--- src/rtl/cmos_dvp_rx_if.sv ---
// Camera byte bus into the receiver and the packed pixel stream out of it.
// master: camera/sink side (drives the camera pins, consumes the video).
// slave:  the receiver.
interface cmos_dvp_rx_if;
    logic        cmos_vsync;
    logic        cmos_href;
    logic [7:0]  cmos_data;
    logic        out_vs;
    logic        out_de;
    logic [15:0] out_data;
    logic [11:0] out_x;
    logic [11:0] out_y;

    modport master (
        output cmos_vsync, cmos_href, cmos_data,
        input  out_vs, out_de, out_data, out_x, out_y
    );

    modport slave (
        input  cmos_vsync, cmos_href, cmos_data,
        output out_vs, out_de, out_data, out_x, out_y
    );
endinterface

--- src/rtl/cmos_dvp_rx.sv ---
// DVP camera receiver: registers the camera bus, drops start-up frames,
// packs byte pairs into RGB565 pixels and checks frame geometry.
//
// state | meaning
// IDLE  | after reset, waiting for the first vsync rise
// SKIP  | discarding start-up frames, counting vsync rises
// RUN   | delivering pixels; left only by reset
module cmos_dvp_rx #(
    parameter int H_ACTIVE    = 800,
    parameter int V_ACTIVE    = 600,
    parameter int SKIP_FRAMES = 10,
    parameter int HI_FIRST    = 1
) (
    input  logic        clk,
    input  logic        rst_n,
    cmos_dvp_rx_if.slave dvp,
    output logic        frame_done,
    output logic        size_err,
    output logic [7:0]  frame_cnt
);
    typedef enum logic [1:0] {IDLE, SKIP, RUN} state_t;

    localparam logic [7:0]  SKIP_N = 8'(SKIP_FRAMES);
    localparam logic [11:0] H_N    = 12'(H_ACTIVE);
    localparam logic [11:0] V_N    = 12'(V_ACTIVE);
    localparam logic [11:0] H_MAX  = 12'(H_ACTIVE - 1);
    localparam logic [11:0] V_MAX  = 12'(V_ACTIVE - 1);

    state_t      state_q, state_d;
    logic [7:0]  skip_cnt_q, skip_cnt_d;
    logic        vs_r1_q, vs_r2_q, href_r1_q, href_r2_q;
    logic [7:0]  data_r1_q;
    logic        phase_q, phase_d;
    logic [7:0]  byte_q, byte_d;
    logic [11:0] x_cnt_q, x_cnt_d, y_cnt_q, y_cnt_d;
    logic        err_q, err_d;
    logic        pix_vld_q, pix_vld_d;
    logic [15:0] pix_data_q, pix_data_d;
    logic [11:0] pix_x_q, pix_x_d, pix_y_q, pix_y_d;
    logic        out_vs_q, out_vs_d, out_de_q, out_de_d;
    logic [15:0] out_data_q, out_data_d;
    logic [11:0] out_x_q, out_x_d, out_y_q, out_y_d;
    logic        frame_done_q, frame_done_d, size_err_q, size_err_d;
    logic [7:0]  frame_cnt_q, frame_cnt_d;
    logic        vs_rise, href_fall;

    assign vs_rise   = vs_r1_q & ~vs_r2_q;
    assign href_fall = ~href_r1_q & href_r2_q;

    // Next-state logic: count skipped frames, enter RUN once enough have passed.
    always_comb begin
        state_d    = state_q;
        skip_cnt_d = skip_cnt_q;
        case (state_q)
            IDLE: if (vs_rise) state_d = (SKIP_N == 8'd0) ? RUN : SKIP;
            SKIP: if (vs_rise) begin
                skip_cnt_d = skip_cnt_q + 8'd1;
                if (skip_cnt_d == SKIP_N) state_d = RUN;
            end
            RUN:     state_d = RUN;
            default: state_d = IDLE;
        endcase
    end

    // Byte packing, position counters, geometry checking and output staging.
    always_comb begin
        phase_d      = phase_q;
        byte_d       = byte_q;
        x_cnt_d      = x_cnt_q;
        y_cnt_d      = y_cnt_q;
        err_d        = err_q;
        pix_vld_d    = 1'b0;
        pix_data_d   = pix_data_q;
        pix_x_d      = pix_x_q;
        pix_y_d      = pix_y_q;
        frame_done_d = 1'b0;
        size_err_d   = err_q;
        frame_cnt_d  = frame_cnt_q;
        if (state_q == RUN) begin
            if (vs_rise) begin
                // Report the closing frame, then start the new one clean.
                frame_done_d = 1'b1;
                frame_cnt_d  = frame_cnt_q + 8'd1;
                size_err_d   = err_q | (y_cnt_q != V_N);
                x_cnt_d      = '0;
                y_cnt_d      = '0;
                err_d        = 1'b0;
                phase_d      = 1'b0;
            end else if (href_r1_q && vs_r1_q) begin
                err_d   = 1'b1;
                phase_d = 1'b0;
            end else if (href_r1_q) begin
                if (!phase_q) begin
                    byte_d  = data_r1_q;
                    phase_d = 1'b1;
                end else begin
                    phase_d    = 1'b0;
                    pix_vld_d  = 1'b1;
                    pix_data_d = (HI_FIRST != 0) ? {byte_q, data_r1_q} : {data_r1_q, byte_q};
                    pix_x_d    = (x_cnt_q < H_N) ? x_cnt_q : H_MAX;
                    pix_y_d    = (y_cnt_q < V_N) ? y_cnt_q : V_MAX;
                    // x stops at H_N so overlong lines can't wrap back to a legal count.
                    if (x_cnt_q < H_N) x_cnt_d = x_cnt_q + 12'd1;
                    else               err_d   = 1'b1;
                    if (y_cnt_q >= V_N) err_d = 1'b1;
                end
            end else if (href_fall) begin
                phase_d = 1'b0;
                if (phase_q || (x_cnt_q != H_N)) err_d = 1'b1;
                if ((x_cnt_q != 12'd0) && (y_cnt_q < V_N)) y_cnt_d = y_cnt_q + 12'd1;
                x_cnt_d = '0;
            end
        end else begin
            phase_d = 1'b0;
            x_cnt_d = '0;
            y_cnt_d = '0;
            err_d   = 1'b0;
        end
        out_vs_d   = vs_r1_q & (state_d == RUN);
        out_de_d   = pix_vld_q;
        out_data_d = pix_vld_q ? pix_data_q : out_data_q;
        out_x_d    = pix_vld_q ? pix_x_q : out_x_q;
        out_y_d    = pix_vld_q ? pix_y_q : out_y_q;
    end

    // All state, async active-low reset.
    always_ff @(posedge clk or negedge rst_n) begin
        if (!rst_n) begin
            state_q      <= IDLE;
            skip_cnt_q   <= '0;
            vs_r1_q      <= 1'b0;
            vs_r2_q      <= 1'b0;
            href_r1_q    <= 1'b0;
            href_r2_q    <= 1'b0;
            data_r1_q    <= '0;
            phase_q      <= 1'b0;
            byte_q       <= '0;
            x_cnt_q      <= '0;
            y_cnt_q      <= '0;
            err_q        <= 1'b0;
            pix_vld_q    <= 1'b0;
            pix_data_q   <= '0;
            pix_x_q      <= '0;
            pix_y_q      <= '0;
            out_vs_q     <= 1'b0;
            out_de_q     <= 1'b0;
            out_data_q   <= '0;
            out_x_q      <= '0;
            out_y_q      <= '0;
            frame_done_q <= 1'b0;
            size_err_q   <= 1'b0;
            frame_cnt_q  <= '0;
        end else begin
            state_q      <= state_d;
            skip_cnt_q   <= skip_cnt_d;
            vs_r1_q      <= dvp.cmos_vsync;
            vs_r2_q      <= vs_r1_q;
            href_r1_q    <= dvp.cmos_href;
            href_r2_q    <= href_r1_q;
            data_r1_q    <= dvp.cmos_data;
            phase_q      <= phase_d;
            byte_q       <= byte_d;
            x_cnt_q      <= x_cnt_d;
            y_cnt_q      <= y_cnt_d;
            err_q        <= err_d;
            pix_vld_q    <= pix_vld_d;
            pix_data_q   <= pix_data_d;
            pix_x_q      <= pix_x_d;
            pix_y_q      <= pix_y_d;
            out_vs_q     <= out_vs_d;
            out_de_q     <= out_de_d;
            out_data_q   <= out_data_d;
            out_x_q      <= out_x_d;
            out_y_q      <= out_y_d;
            frame_done_q <= frame_done_d;
            size_err_q   <= size_err_d;
            frame_cnt_q  <= frame_cnt_d;
        end
    end

    assign dvp.out_vs   = out_vs_q;
    assign dvp.out_de   = out_de_q;
    assign dvp.out_data = out_data_q;
    assign dvp.out_x    = out_x_q;
    assign dvp.out_y    = out_y_q;
    assign frame_done   = frame_done_q;
    assign size_err     = size_err_q;
    assign frame_cnt    = frame_cnt_q;
endmodule

--- src/flat_wrapper.sv ---
// flat-port wrapper written by rule: the top's interface ports become plain ports
module cmos_dvp_rx_flat 
#(
    parameter int H_ACTIVE    = 800,
    parameter int V_ACTIVE    = 600,
    parameter int SKIP_FRAMES = 10,
    parameter int HI_FIRST    = 1
)
  (clk, rst_n, frame_done, size_err, frame_cnt, dvp_cmos_vsync, dvp_cmos_href, dvp_cmos_data, dvp_out_vs, dvp_out_de, dvp_out_data, dvp_out_x, dvp_out_y);
  cmos_dvp_rx_if dvp_i ();
  input  logic clk;
  input  logic rst_n;
  output logic frame_done;
  output logic size_err;
  output logic [7:0] frame_cnt;
  input wire logic [$bits(dvp_i.cmos_vsync)-1:0] dvp_cmos_vsync;
  input wire logic [$bits(dvp_i.cmos_href)-1:0] dvp_cmos_href;
  input wire logic [$bits(dvp_i.cmos_data)-1:0] dvp_cmos_data;
  output wire logic [$bits(dvp_i.out_vs)-1:0] dvp_out_vs;
  output wire logic [$bits(dvp_i.out_de)-1:0] dvp_out_de;
  output wire logic [$bits(dvp_i.out_data)-1:0] dvp_out_data;
  output wire logic [$bits(dvp_i.out_x)-1:0] dvp_out_x;
  output wire logic [$bits(dvp_i.out_y)-1:0] dvp_out_y;
  assign dvp_i.cmos_vsync = dvp_cmos_vsync;
  assign dvp_i.cmos_href = dvp_cmos_href;
  assign dvp_i.cmos_data = dvp_cmos_data;
  assign dvp_out_vs = dvp_i.out_vs;
  assign dvp_out_de = dvp_i.out_de;
  assign dvp_out_data = dvp_i.out_data;
  assign dvp_out_x = dvp_i.out_x;
  assign dvp_out_y = dvp_i.out_y;
  cmos_dvp_rx #(.H_ACTIVE(H_ACTIVE), .V_ACTIVE(V_ACTIVE), .SKIP_FRAMES(SKIP_FRAMES), .HI_FIRST(HI_FIRST)) u_core (.clk(clk), .rst_n(rst_n), .dvp(dvp_i), .frame_done(frame_done), .size_err(size_err), .frame_cnt(frame_cnt));
endmodule
--- config.mk ---
export PLATFORM = sky130hd
export DESIGN_NAME = cmos_dvp_rx_flat
export DESIGN_NICKNAME = d
export VERILOG_FILES = /design/src/rtl/cmos_dvp_rx_if.sv /design/src/rtl/cmos_dvp_rx.sv /design/src/flat_wrapper.sv
export SDC_FILE = /design/constraint.sdc
export NUM_CORES = 1
export LEC_CHECK = 0
export BUFFER_PORTS_ARGS = -buffer_cell sky130_fd_sc_hd__buf_2
export CAP_MARGIN = 20
export CORE_ASPECT_RATIO = 1.75
export CORE_MARGIN = 2
export CORE_UTILIZATION = 40
export CTS_BUF_LIST = sky130_fd_sc_hd__clkbuf_4
export CTS_CLUSTER_DIAMETER = 50
export DETAILED_ROUTE_END_ITERATION = 10
export GPL_ROUTABILITY_DRIVEN = 0
export MAX_ROUTING_LAYER = met4
export SLEW_MARGIN = 20
export SYNTH_ARGS = -nofsm -noshare
export SYNTH_HDL_FRONTEND = slang
export SYNTH_SLANG_ARGS = --single-unit
export TNS_END_PERCENT = 50
--- constraint.sdc ---
create_clock -name clk -period 3.85 [get_ports clk]
set_input_delay 0.77 -clock clk [delete_from_list [all_inputs] [get_ports clk]]
set_output_delay 0.77 -clock clk [all_outputs]
set_load 0.05 [all_outputs]
After elaboration in Yosys (flattened, before gate mapping):

Index checks and enable logic that the tools add are counted.

* bits in registers: 149
* input bits: 12
* output and inout port bits: 52
* logic and storage cells: 112

* $add $sub $neg: 4
* $lt $le $gt $ge: 3
* equal/unequal tests: 17
* multiplexer cells: 43
* bitwise operators: 9
* reductions and logical operators: 12

Operators with widths (count)
* $mux W12: 15
* $add A12 B1 Y12 const B: 2
* $lt A12 B10 Y1 const B: 2
* $mux W1: 24
* $ne A12 B10 Y1 const B: 2
* $add A8 B1 Y8 const B: 2
* $ge A12 B10 Y1 const B: 1
* $reduce_and A4 Y1: 3
* $reduce_bool A12 Y1: 1
* $reduce_and A5 Y1: 2
* $eq A8 B4 Y1 const B: 1
* $ne A4 B4 Y1 const B: 2
* $mux W2: 3
* $ne A3 B2 Y1 const B: 2
* $ne A6 B6 Y1 const B: 1
* $pmux W2 S3: 1
* $ne A5 B2 Y1 const B: 1
* $ne A5 B3 Y1 const B: 1
* $ne A5 B5 Y1 const B: 1
* $not A1 Y1: 5
* $eq A2 B2 Y1 const B: 2
* $ne A4 B1 Y1 const B: 1
* $reduce_and A2 Y1: 2
* $and A1 B1 Y1: 3
* other kinds (7): 8

Logic depth before layout (Yosys ltp):

Gate-level depths: netlist of the first run.

* depth in word-level cells: 8
* mapped depth: 8
* gate-level depth less buffers: 7

Worst setup path before layout of the first run:

Ideal clock, no wire load.

* path kind: register to register
* start: register u_core.y_cnt_q[11]
* end: register u_core.y_cnt_q[5]
* setup time: 0.119 ns
* arrival: 1.670 ns
* data required time: 3.731 ns
* slack: 2.061 ns
* cell stages (with the launch flop): 7
* buffers on the path: 1
* clock period less this slack: 1.789 ns
* path through: dfrtp_1 nor4_2 a21boi_2 o211ai_1 buf_6 o31a_1 o21a_1

* cells in the longest elaborated chain, start to end: 4

RTL lines
* start, declared: line cmos_dvp_rx.sv:35 `logic [11:0] x_cnt_q, x_cnt_d, y_cnt_q, y_cnt_d;`
* start signal, assigned: line cmos_dvp_rx.sv:164 `y_cnt_q <= y_cnt_d;`
* $lt A12 B10 Y1: line cmos_dvp_rx.sv:110 `if ((x_cnt_q != 12'd0) && (y_cnt_q < V_N)) y_cnt_d = y_cnt_q + 12'd1;`
* $logic_and A1 B1 Y1: line cmos_dvp_rx.sv:110
* $ne A3 B2 Y1 (no line)
* $reduce_and A4 Y1 (no line)

No other way between the ends.
A chain may end at the register's enable or synchronous reset.

Worst setup path in the final report of the first run:

* start: register u_core.state_q[1]
* end: register u_core.pix_y_q[6]

* cells in the longest elaborated chain, start to end: 2

RTL lines
* start, declared: line cmos_dvp_rx.sv:29 `state_t state_q, state_d;`
* start signal, assigned: line cmos_dvp_rx.sv:154 `state_q <= state_d;`
* $eq A2 B2 Y1: line cmos_dvp_rx.sv:79 `if (state_q == RUN) begin`
* $reduce_and A5 Y1 (no line)
* end signal, assigned: line cmos_dvp_rx.sv:169 `pix_y_q <= pix_y_d;`
* end, declared: line cmos_dvp_rx.sv:39 `logic [11:0] pix_x_q, pix_x_d, pix_y_q, pix_y_d;`

No other way between the ends.

==> flow_summary.rst, run 1 <==
.. list-table::
   :header-rows: 1

   * - Metric
     - Value
   * - Post-route clock skew
     - 19.2 ps
   * - DPL Wire Length
     - 8500 um
   * - Antenna violations before repair
     - 1
   * - Result of the run
     - completed
   * - CP delay by family, top
     - buffers and inverters
   * - Placement Rows
     - 59
   * - Routed length on met1
     - 4760 um
   * - Clk Latency, worst-skew pair
     - 520 ps
   * - Overall power
     - 2.91 mW
   * - Number of vias after detailed routing
     - 3960
   * - Most frequent standard cell in the layout excluding fill and tap cells
     - sky130_fd_sc_hd__dfrtp_1
   * - Part of the cycle the worst path needs
     - 0.610
   * - H-tree level count
     - 4
   * - Syn. warnings
     - 0
   * - First-iteration detailed-routing DRC count
     - 234
   * - Relative max-transition margin
     - 0.399
   * - Time the worst path needs with I/O delays and setup
     - 2350 ps
   * - Maximum resistive drop on vdd
     - 206 uV
   * - Clock Sink Count
     - 149
   * - Count of hold-fix buffers inserted at cts
     - 0
   * - Number of vias per cell
     - 5.13
   * - Met3 WL
     - 466 um
   * - Flip-flop and latch count after synthesis
     - 149
   * - Syn nets
     - 526
   * - Maximum net fanout on the critical path
     - 42
   * - Gate Count Post-Synth
     - 507
   * - Via count of the first global-routing pass
     - 4086
   * - Setup repair after global routing missed its margin
     - false
   * - Die extent in x
     - 96.5 um
   * - Asr flop ratio synth
     - 1.00
   * - Class of the tightest hold or removal check
     - input port to asynchronous set/reset pin
   * - Sequential share of the synthesized area
     - 0.623
   * - Number of search-and-repair iterations in the first detailed-routing pass
     - 4
   * - Number of buffers inserted during clock tree synthesis
     - 17
   * - Cell Area, Synth
     - 5990 um2
   * - Number of cells upsized or downsized after cts
     - 0
   * - Global-route wire length before repair
     - 19800 um
   * - Total of max-cap violations
     - 0
   * - Transition time at the pin with the least slew margin
     - 902 ps
   * - Mean Syn Cell Area
     - 11.8 um2
   * - Final setup violation count
     - 0
   * - Critical setup path kind
     - flop to flop
   * - # nets final
     - 595
   * - Clock tree from TritonCTS
     - yes
   * - Clock Root Buffer
     - sky130_fd_sc_hd__clkbuf_4
   * - All-layer global routing usage
     - 0.163
   * - Starting Density
     - 0.406
   * - Primary FF master, synth
     - sky130_fd_sc_hd__dfrtp_1
   * - Buffers inserted during post-CTS setup optimization
     - 0
   * - Number of buffers and inverters on the critical path
     - 2
   * - Area growth syn-to-layout
     - 13.9%
   * - Data arrival time at the worst-slack endpoint
     - 2790 ps
   * - Clock transition at the registers of the reported paths
     - 120 ps
   * - Highest Signal Layer
     - met4
   * - Hold Fails Final Rpt
     - 0
   * - Most used cells in the layout excluding fill and tap cells
     - sky130_fd_sc_hd__dfrtp_1 (148), sky130_fd_sc_hd__nand2_1 (83), sky130_fd_sc_hd__buf_2 (62)
   * - Data required time at the worst endpoint
     - 4290 ps
   * - Count of distinct cell types in the synthesized netlist
     - 50
   * - Count of input and output buffers
     - 63
   * - Die area
     - 16000 um2
   * - Remaining Overflow, GRT
     - 0
   * - Height of the die
     - 166 um
   * - Pins Over Slew Limit
     - 0
   * - Pwr/cell area
     - 427 nW/um2
   * - Pleak
     - 3.44 nW
   * - Antenna-violating nets left
     - 0
   * - Delay of the slowest cell on the worst path
     - 690 ps
   * - Clock buffer depth
     - 2
   * - Fillers
     - 1367
   * - Post-detailed-route wirelength per cell
     - 15.3 um
   * - Total wire length
     - 11800 um
   * - EDFF count, synth
     - 0
   * - Cell with the biggest individual delay on the critical path
     - sky130_fd_sc_hd__inv_1
   * - Io pins
     - 64
   * - Sort of element at the start of the critical path
     - flop
   * - Setup_tns
     - 0 ps
   * - Cell-by-cell listing of the critical path
     - nor2b_1 -> nand3_1 -> buf_4 -> inv_1 -> o21ai_0 -> nand2_1
   * - Achievable Freq
     - 426 MHz
   * - Fraction of final layout cells with drive strength greater than 1
     - 0.269
   * - Critical path capture point type
     - flop
   * - Maximum number of pins on one net before global-route repair
     - 61
   * - Area of the placeable core
     - 14800 um2
   * - DRC violation count after routing
     - 0
   * - Wire length on met2
     - 6390 um
-- registers in the layout (all words and copies together), names as in the netlist, 12 cells and up --
register	flops
u_core.pix_x_q	12
u_core.y_cnt_q	12
u_core.dvp.out_y	12
u_core.x_cnt_q	12
u_core.dvp.out_x	12
u_core.pix_y_q	12
u_core.pix_data_q	16
u_core.dvp.out_data	16
-- layer usage --
layer  up-vias  track usage
li1       1885            -
met1      1971        0.186
met2        88        0.276
met3        16       0.0381
met4         0       0.0563
met5         -            -
-- kinds of logic after synthesis --
| kind of cell | share of synthesized area |
|---|---|
| XOR/XNOR | 0.0278 |
| multiplexers | 0.0955 |
| AO/OA/AOI/OAI | 0.0669 |
| AND/OR/NAND/NOR | 0.154 |
| flip-flops | 0.623 |
| buffers and inverters | 0.0188 |
| adder cells (fa/ha/maj) | 0.0146 |
-- synthesized netlist by cell type (4+ instances only) --
cell,number,area (um2)
sky130_fd_sc_hd__and2_1,7,43.8
sky130_fd_sc_hd__a21oi_1,10,50.1
sky130_fd_sc_hd__nand2_1,83,312
sky130_fd_sc_hd__xnor2_1,16,140
sky130_fd_sc_hd__nor3_1,10,50.1
sky130_fd_sc_hd__dfrtp_1,149,3730
sky130_fd_sc_hd__nor2b_1,7,43.8
sky130_fd_sc_hd__o21ai_0,26,130
sky130_fd_sc_hd__nand4_1,10,62.6
sky130_fd_sc_hd__nor4_1,4,25.0
sky130_fd_sc_hd__o31ai_1,5,37.5
sky130_fd_sc_hd__inv_1,10,37.5
sky130_fd_sc_hd__clkbuf_1,10,37.5
sky130_fd_sc_hd__mux2_2,49,552
sky130_fd_sc_hd__nand3_1,12,60.1
sky130_fd_sc_hd__ha_1,7,87.6
sky130_fd_sc_hd__nor2_1,28,105
sky130_fd_sc_hd__and3_1,10,62.6
-- worst paths after layout --
check,slack [ps],from,cells after the start,end
max,1500,u_core.state_q[1]$_DFF_PN0_,6,u_core.pix_y_q[6]$_DFFE_PN0P_
min,190,rst_n,1,u_core.pix_data_q[0]$_DFFE_PN0P_
min reg2reg,470,u_core.byte_q[3]$_DFFE_PN0P_,2,u_core.pix_data_q[11]$_DFFE_PN0P_
max reg2reg,1500,u_core.state_q[1]$_DFF_PN0_,6,u_core.pix_y_q[6]$_DFFE_PN0P_
max in group asynchronous,2780,rst_n,2,u_core.dvp.out_y[8]$_DFFE_PN0P_
min in group clk,340,dvp_cmos_data[7],1,u_core.data_r1_q[7]$_DFF_PN0_
-- power by group --
| part | total [mW] | leakage (nW) | internal [mW] | switching [mW] |
|---|---|---|---|---|
| combinational | 0.180 | 1.24 | 0.0793 | 0.101 |
| clock | 1.07 | 0.167 | 0.530 | 0.535 |
| sequential | 1.67 | 2.04 | 1.61 | 0.0582 |
-- layout make-up --
type / count / area [um2] / area share
clock inverters: 12 / 179 / 0.0262
flip-flops and latches: 149 / 3730 / 0.547
diodes: 1 / 2.50 / 0.000367
repair buffers: 67 / 352 / 0.0516
inverters: 10 / 37.5 / 0.00550
multi-input cells: 331 / 2150 / 0.315
clock buffers: 19 / 143 / 0.0209
well taps: 183 / 229 / 0.0336
-- per-stage QoR --
step	instance area [um2]	hold WS, ps	utilization	setup WS [ps]	std cells
2_1_floorplan	5990	406	-	2060	507
4_1_cts	6820	174	0.462	1470	771
3_5_place_dp	6490	452	0.440	1520	740
6_report	6820	190	0.462	1500	772
3_3_place_gp	6490	446	0.440	1610	740
5_1_grt	6820	181	0.462	1260	772
-- worst reg2reg max path, delay by kind of cell, from the launching register on --
kind	cells	cell delay, ps
compound gates	1	230
flops	1	410
buf+inv	2	990
simple gates	3	650
(Power assumes the default switching activity.)
==> inputs of run 2 (changes only) <==
clock period = 2.15 ns   (was 3.85 ns; I/O delays follow)
==> run 2 against run 1 <==
- final area rose by 4.4%
- sequential power rose by 78%
- utilization rose by 2.0 points
- register-to-register slack got worse by 1300 ps
- combinational power rose by 96%
- global-route usage rose by 0.85 points
- final cell count rose by 3.5%
- total power rose by 82%
- non-clock buffer count rose by 26
- critical path type unchanged
- largest power group unchanged
==> flow_summary.rst, run 2 (same netlist as run 1, synthesis figures left out) <==
.. list-table::
   :header-rows: 1

   * - Metric
     - Value
   * - Result of the run
     - completed
   * - All-layer global routing usage
     - 0.171
   * - Maximum resistive drop on vdd
     - 380 uV
   * - Total wire length
     - 12200 um
   * - Pins Over Slew Limit
     - 0
   * - Relative max-transition margin
     - 0.547
   * - First-iteration detailed-routing DRC count
     - 163
   * - Final Non-Filler Cells
     - 799
   * - Setup repair after global routing missed its margin
     - false
   * - Time the worst path needs with I/O delays and setup
     - 1960 ps
   * - Number of buffers inserted during clock tree synthesis
     - 17
   * - Transition time at the pin with the least slew margin
     - 677 ps
   * - Fillers
     - 1411
   * - Number of vias after detailed routing
     - 4079
   * - Placement Rows
     - 59
   * - Clock tree from TritonCTS
     - yes
   * - Io pins
     - 64
   * - Critical register-to-register path startpoint
     - u_core.x_cnt_q[0]$_DFFE_PN0P_
   * - Remaining Overflow, GRT
     - 0
   * - Final setup violation count
     - 0
   * - Data arrival time at the worst-slack endpoint
     - 2430 ps
   * - Most used cells in the layout excluding fill and tap cells
     - sky130_fd_sc_hd__dfrtp_1 (148), sky130_fd_sc_hd__nand2_1 (83), sky130_fd_sc_hd__buf_2 (62)
   * - Via count of the first global-routing pass
     - 4289
   * - Count of input and output buffers
     - 63
   * - Post-placement cell count
     - 755
   * - Post-route clock skew
     - 20.7 ps
   * - Antenna-violating nets left
     - 0
   * - H-tree level count
     - 4
   * - Part of the cycle the worst path needs
     - 0.912
   * - Global-route wire length before repair
     - 20700 um
   * - Pwr/cell area
     - 746 nW/um2
   * - Height of the die
     - 166 um
   * - Clock Sink Count
     - 149
   * - Maximum number of pins on one net before global-route repair
     - 52
   * - Area growth syn-to-layout
     - 18.9%
   * - Die extent in x
     - 96.5 um
   * - Data required time at the worst endpoint
     - 2620 ps
   * - Pleak
     - 3.59 nW
   * - DPL Wire Length
     - 8490 um
   * - Clock transition at the registers of the reported paths
     - 140 ps
   * - Clock Root Buffer
     - sky130_fd_sc_hd__clkbuf_4
   * - Critical path capture point type
     - flop
   * - Most frequent standard cell in the layout excluding fill and tap cells
     - sky130_fd_sc_hd__dfrtp_1
   * - Critical setup path kind
     - flop to flop
   * - Number of search-and-repair iterations in the first detailed-routing pass
     - 4
   * - Post-detailed-route wirelength per cell
     - 15.3 um
   * - Antenna violations before repair
     - 1
   * - Worst setup path startpoint
     - u_core.x_cnt_q[0]$_DFFE_PN0P_
   * - Starting Density
     - 0.406
   * - Die area
     - 16000 um2
   * - Clock buffer depth
     - 2
   * - Achievable Freq
     - 510 MHz
   * - Area of the placeable core
     - 14800 um2
   * - Class of the tightest hold or removal check
     - input port to asynchronous set/reset pin
   * - Sort of element at the start of the critical path
     - flop
   * - DRC violation count after routing
     - 0
   * - Maximum net fanout on the critical path
     - 5
   * - Fraction of final layout cells with drive strength greater than 1
     - 0.283
   * - Total of max-cap violations
     - 0
   * - # nets final
     - 621
   * - Setup_tns
     - 0 ps
   * - Clk Latency, worst-skew pair
     - 550 ps
   * - Hold Fails Final Rpt
     - 0
   * - Number of vias per cell
     - 5.11
[run 2: cell types whose count changed in the layout (fill, tap and decap cells not counted), moves of 2 or more]
cell,previous run,this run
sky130_fd_sc_hd__dlygate4sd3_1,0,11
sky130_fd_sc_hd__clkbuf_4,19,17
sky130_fd_sc_hd__buf_4,4,14
sky130_fd_sc_hd__buf_12,0,5
sky130_fd_sc_hd__inv_8,0,2
[run 2: routing by layer]
layer	wire, um	share of wire	global-route usage	vias up
li1	-	-	-	1945
met3	438	0.036	0.0404	18
met5	0	0	-	-
met2	6680	0.55	0.300	82
met1	4910	0.40	0.184	2034
met4	189	0.015	0.0625	0
[run 2: through the flow]
| step | area (um2) | util | total power [mW] | setup slack, ps | hold WS (ps) |
|---|---|---|---|---|---|
| 2_1_floorplan | 5990 | - | 3.23 | 361 | 134 |
| 3_3_place_gp | 6670 | 0.452 | 3.37 | 219 | 415 |
| 6_report | 7120 | 0.482 | 5.31 | 189 | 381 |
| 5_1_grt | 7120 | 0.482 | 5.57 | 28.7 | 391 |
| 3_5_place_dp | 6670 | 0.452 | 3.39 | 195 | 421 |
| 4_1_cts | 7110 | 0.482 | 5.38 | 159 | 362 |
[run 2: what timing repair did]
item,4_1_cts,5_1_grt
resized for setup,0,1
hold buffers,11,0
endpoints found under the hold margin,58,0
endpoints found under the setup margin,0,7
setup buffers,0,0
[run 2: layout make-up]
class                           count  area, um2  area share
Multi-Input combinational cell    331       2150       0.302
Inverter                           10       37.5     0.00527
Clock inverter                     15        203      0.0285
Clock buffer                       17        128      0.0179
Timing Repair Buffer               93        637      0.0895
Tap cell                          183        229      0.0322
Antenna cell                        1       2.50    0.000351
Sequential cell                   149       3730       0.524
[run 2: worst paths after layout]
kind	end	slack, ps	cells past startpoint
worst max-delay path	u_core.y_cnt_q[8]$_DFFE_PN0P_	190	7
min in group clk	u_core.pix_data_q[1]$_DFFE_PN0P_	470	2
worst min-delay path	u_core.pix_data_q[8]$_DFFE_PN0P_	380	2
max in group asynchronous	u_core.out_de_d$_DFF_PN0_	1170	3
worst min register to register	u_core.pix_data_q[1]$_DFFE_PN0P_	470	2
worst max register to register	u_core.y_cnt_q[8]$_DFFE_PN0P_	190	7
[run 2: where the power goes]
group / total (mW) / switching [mW] / internal [mW]
logic: 0.352 / 0.185 / 0.167
clock network: 1.98 / 1.04 / 0.936
registers: 2.98 / 0.101 / 2.88
total: 5.31 / 1.33 / 3.98
[run 2: critical path, cell delays in order (launching register included)]
cell and delay (ps):
sky130_fd_sc_hd__dfrtp_1 440, sky130_fd_sc_hd__inv_1 90, sky130_fd_sc_hd__ha_1 190, sky130_fd_sc_hd__nor4b_2 160, sky130_fd_sc_hd__nand4_1 150, sky130_fd_sc_hd__o2111ai_2 200
sky130_fd_sc_hd__or4_1 510, sky130_fd_sc_hd__a21oi_1 150
==> inputs of run 3 (changes only) <==
CTS_BUF_LIST = sky130_fd_sc_hd__clkbuf_4 sky130_fd_sc_hd__clkbuf_8   (was sky130_fd_sc_hd__clkbuf_4)
==> run 3 against run 2 <==
- final cell count decreased by 1.4%
- critical path depth fell by 2
- global-route usage down 0.086 points
- first-iteration DRC count shrank 0.61%
- maximum frequency grew 1.3%
- sequential share of layout area decreased by 0.17 points
- critical path type unchanged
- critical endpoint unchanged
==> flow_summary.rst, run 3 (same netlist as run 1, synthesis figures left out) <==
.. list-table::
   :header-rows: 1

   * - Metric
     - Value
   * - Placement Rows
     - 59
   * - Pleak
     - 3.61 nW
   * - Hold path startpoint
     - dvp_cmos_href
   * - Post-detailed-route wirelength per cell
     - 15.3 um
   * - All-layer global routing usage
     - 0.171
   * - Clock Sink Count
     - 149
   * - Area growth syn-to-layout
     - 19.3%
   * - Buffers inserted during post-CTS setup optimization
     - 0
   * - Count of input and output buffers
     - 63
   * - Sort of element at the start of the critical path
     - flop
   * - Relative max-transition margin
     - 0.535
   * - Final Non-Filler Cells
     - 788
   * - Fraction of final layout cells with drive strength greater than 1
     - 0.291
   * - Post-placement cell count
     - 755
   * - Most crowded layer after global routing
     - met2
   * - Clock Root Buffer
     - sky130_fd_sc_hd__clkbuf_8
   * - Post-route clock skew
     - 12.4 ps
   * - CP delay by family, top
     - simple AND/OR/NAND/NOR gates
   * - Final core utilization
     - 0.484
   * - Maximum resistive drop on vdd
     - 386 uV
   * - Internal power
     - 4.38 mW
   * - Number of search-and-repair iterations in the first detailed-routing pass
     - 4
   * - H-tree level count
     - 4
   * - Via count of the first global-routing pass
     - 4260
   * - Remaining Overflow, GRT
     - 0
   * - DPL Wire Length
     - 8490 um
   * - Hold Fails Final Rpt
     - 0
   * - Critical register-to-register path startpoint
     - u_core.y_cnt_q[11]$_DFFE_PN0P_
   * - First-iteration detailed-routing DRC count
     - 162
   * - Critical path capture point type
     - flop
   * - WHS Endpoint
     - u_core.href_r1_q$_DFF_PN0_
   * - Time the worst path needs with I/O delays and setup
     - 1940 ps
   * - Antenna Diode Count
     - 0
   * - Cell with the biggest individual delay on the critical path
     - sky130_fd_sc_hd__or4_1
   * - DRC violation count after routing
     - 0
   * - Final setup violation count
     - 0
   * - Part of the cycle the worst path needs
     - 0.901
   * - Maximum number of pins on one net before global-route repair
     - 52
   * - Die area
     - 16000 um2
   * - Net switching power of the design
     - 1.37 mW
   * - Data arrival time at the worst-slack endpoint
     - 2300 ps
   * - Setup_tns
     - 0 ps
   * - Grt met1 use
     - 0.188
   * - Setup repair after global routing missed its margin
     - false
   * - Number of vias per cell
     - 5.13
   * - Most used cells in the layout excluding fill and tap cells
     - sky130_fd_sc_hd__dfrtp_1 (148), sky130_fd_sc_hd__nand2_1 (83), sky130_fd_sc_hd__buf_2 (62)
   * - Clock transition at the registers of the reported paths
     - 90 ps
   * - Clock tree from TritonCTS
     - yes
   * - Data required time at the worst endpoint
     - 2510 ps
   * - Io pins
     - 64
   * - Number of vias after detailed routing
     - 4039
   * - Area of the placeable core
     - 14800 um2
   * - Maximum net fanout on the critical path
     - 5
   * - Pins Over Slew Limit
     - 0
   * - Class of the tightest hold or removal check
     - input port to flop
   * - Total of max-cap violations
     - 0
   * - FF-to-FF End
     - u_core.y_cnt_q[8]$_DFFE_PN0P_
   * - Pwr/cell area
     - 806 nW/um2
   * - Comb pwr share
     - 0.059
   * - Transition time at the pin with the least slew margin
     - 695 ps
   * - Global-route wire length before repair
     - 20600 um
   * - Antenna-violating nets left
     - 0
   * - Height of the die
     - 166 um
   * - Number of buffers and inverters on the critical path
     - 0
   * - GRT met2 Usage
     - 0.294
   * - Flop pwr share
     - 0.518
   * - Critical setup path kind
     - flop to flop
   * - Clock buffer depth
     - 2
   * - Starting Density
     - 0.406
   * - Number of buffers inserted during clock tree synthesis
     - 17
   * - Die extent in x
     - 96.5 um
   * - Most frequent standard cell in the layout excluding fill and tap cells
     - sky130_fd_sc_hd__dfrtp_1
   * - Delay of the slowest cell on the worst path
     - 510 ps
   * - # nets final
     - 611
   * - Met3 track demand over resource in global routing
     - 0.0472
   * - Min-Delay Path Depth
     - 1
   * - Total wire length
     - 12100 um
   * - Cell-by-cell listing of the critical path
     - nor4_2 -> a21boi_2 -> o2111ai_2 -> or4_1 -> a21oi_1
   * - Achievable Freq
     - 516 MHz
   * - Sw frac
     - 0.238
   * - Antenna violations before repair
     - 0
   * - R2r setup slk
     - 210 ps
   * - Clk Latency, worst-skew pair
     - 440 ps
   * - Clock power share
     - 0.423
   * - Register-to-Register Path Depth
     - 5
   * - Result of the run
     - completed
## run 3: layer usage
| layer | wire [um] | part of all wire |
|---|---|---|
| met1 | 4940 | 0.41 |
| met2 | 6560 | 0.54 |
| met3 | 438 | 0.036 |
| met4 | 131 | 0.011 |
| met5 | 0 | 0 |
## run 3: worst max path at each step
| stage | start | to | slack, ps | depth (start not counted) |
|---|---|---|---|---|
| 6_report | u_core.y_cnt_q[11]$_DFFE_PN0P_ | u_core.y_cnt_q[8]$_DFFE_PN0P_ | 210 | 5 |
| 3_3_place_gp | u_core.x_cnt_q[0]$_DFFE_PN0P_ | u_core.y_cnt_q[1]$_DFFE_PN0P_ | 220 | 8 |
| 4_1_cts | u_core.x_cnt_q[0]$_DFFE_PN0P_ | u_core.y_cnt_q[5]$_DFFE_PN0P_ | 170 | 8 |
| 2_1_floorplan | u_core.y_cnt_q[11]$_DFFE_PN0P_ | u_core.y_cnt_q[5]$_DFFE_PN0P_ | 360 | 6 |
| 5_1_grt | u_core.state_q[0]$_DFF_PN0_ | u_core.x_cnt_q[9]$_DFFE_PN0P_ | 40 | 6 |
| 3_5_place_dp | u_core.x_cnt_q[0]$_DFFE_PN0P_ | u_core.y_cnt_q[1]$_DFFE_PN0P_ | 190 | 8 |
## run 3: layout make-up
| cell class | instances | area [um2] |
|---|---|---|
| fillers | 1403 | 7620 |
| well taps | 183 | 229 |
| clock buffers | 19 | 262 |
| multi-input cells | 331 | 2150 |
| clock inverters | 13 | 195 |
| inverters | 10 | 37.5 |
| repair buffers | 83 | 537 |
| flip-flops and latches | 149 | 3730 |
## run 3: power groups by stage
stage,logic (mW),clock network [mW],registers (mW)
after floorplan,0.215,0,3.02
after global placement,0.335,0,3.03
after detailed placement,0.347,0,3.04
after CTS,0.350,2.50,2.98
after global routing,0.389,2.63,3.00
final,0.339,2.44,2.98
## run 3: repair_timing
item	in CTS	in global routing
endpoints found under the setup margin	0	6
resized for setup	0	1
hold endpoints to repair	48	0
hold buffers	1	0
## run 3: stage by stage
step	worst slack [ps]	cell area (um2)	total power [mW]	hold slack [ps]
6_report	213	7140	5.76	87.6
5_1_grt	35.2	7140	6.02	45.3
4_1_cts	169	7140	5.83	59.0
3_5_place_dp	195	6670	3.39	421
3_3_place_gp	219	6670	3.37	415
2_1_floorplan	361	5990	3.23	134
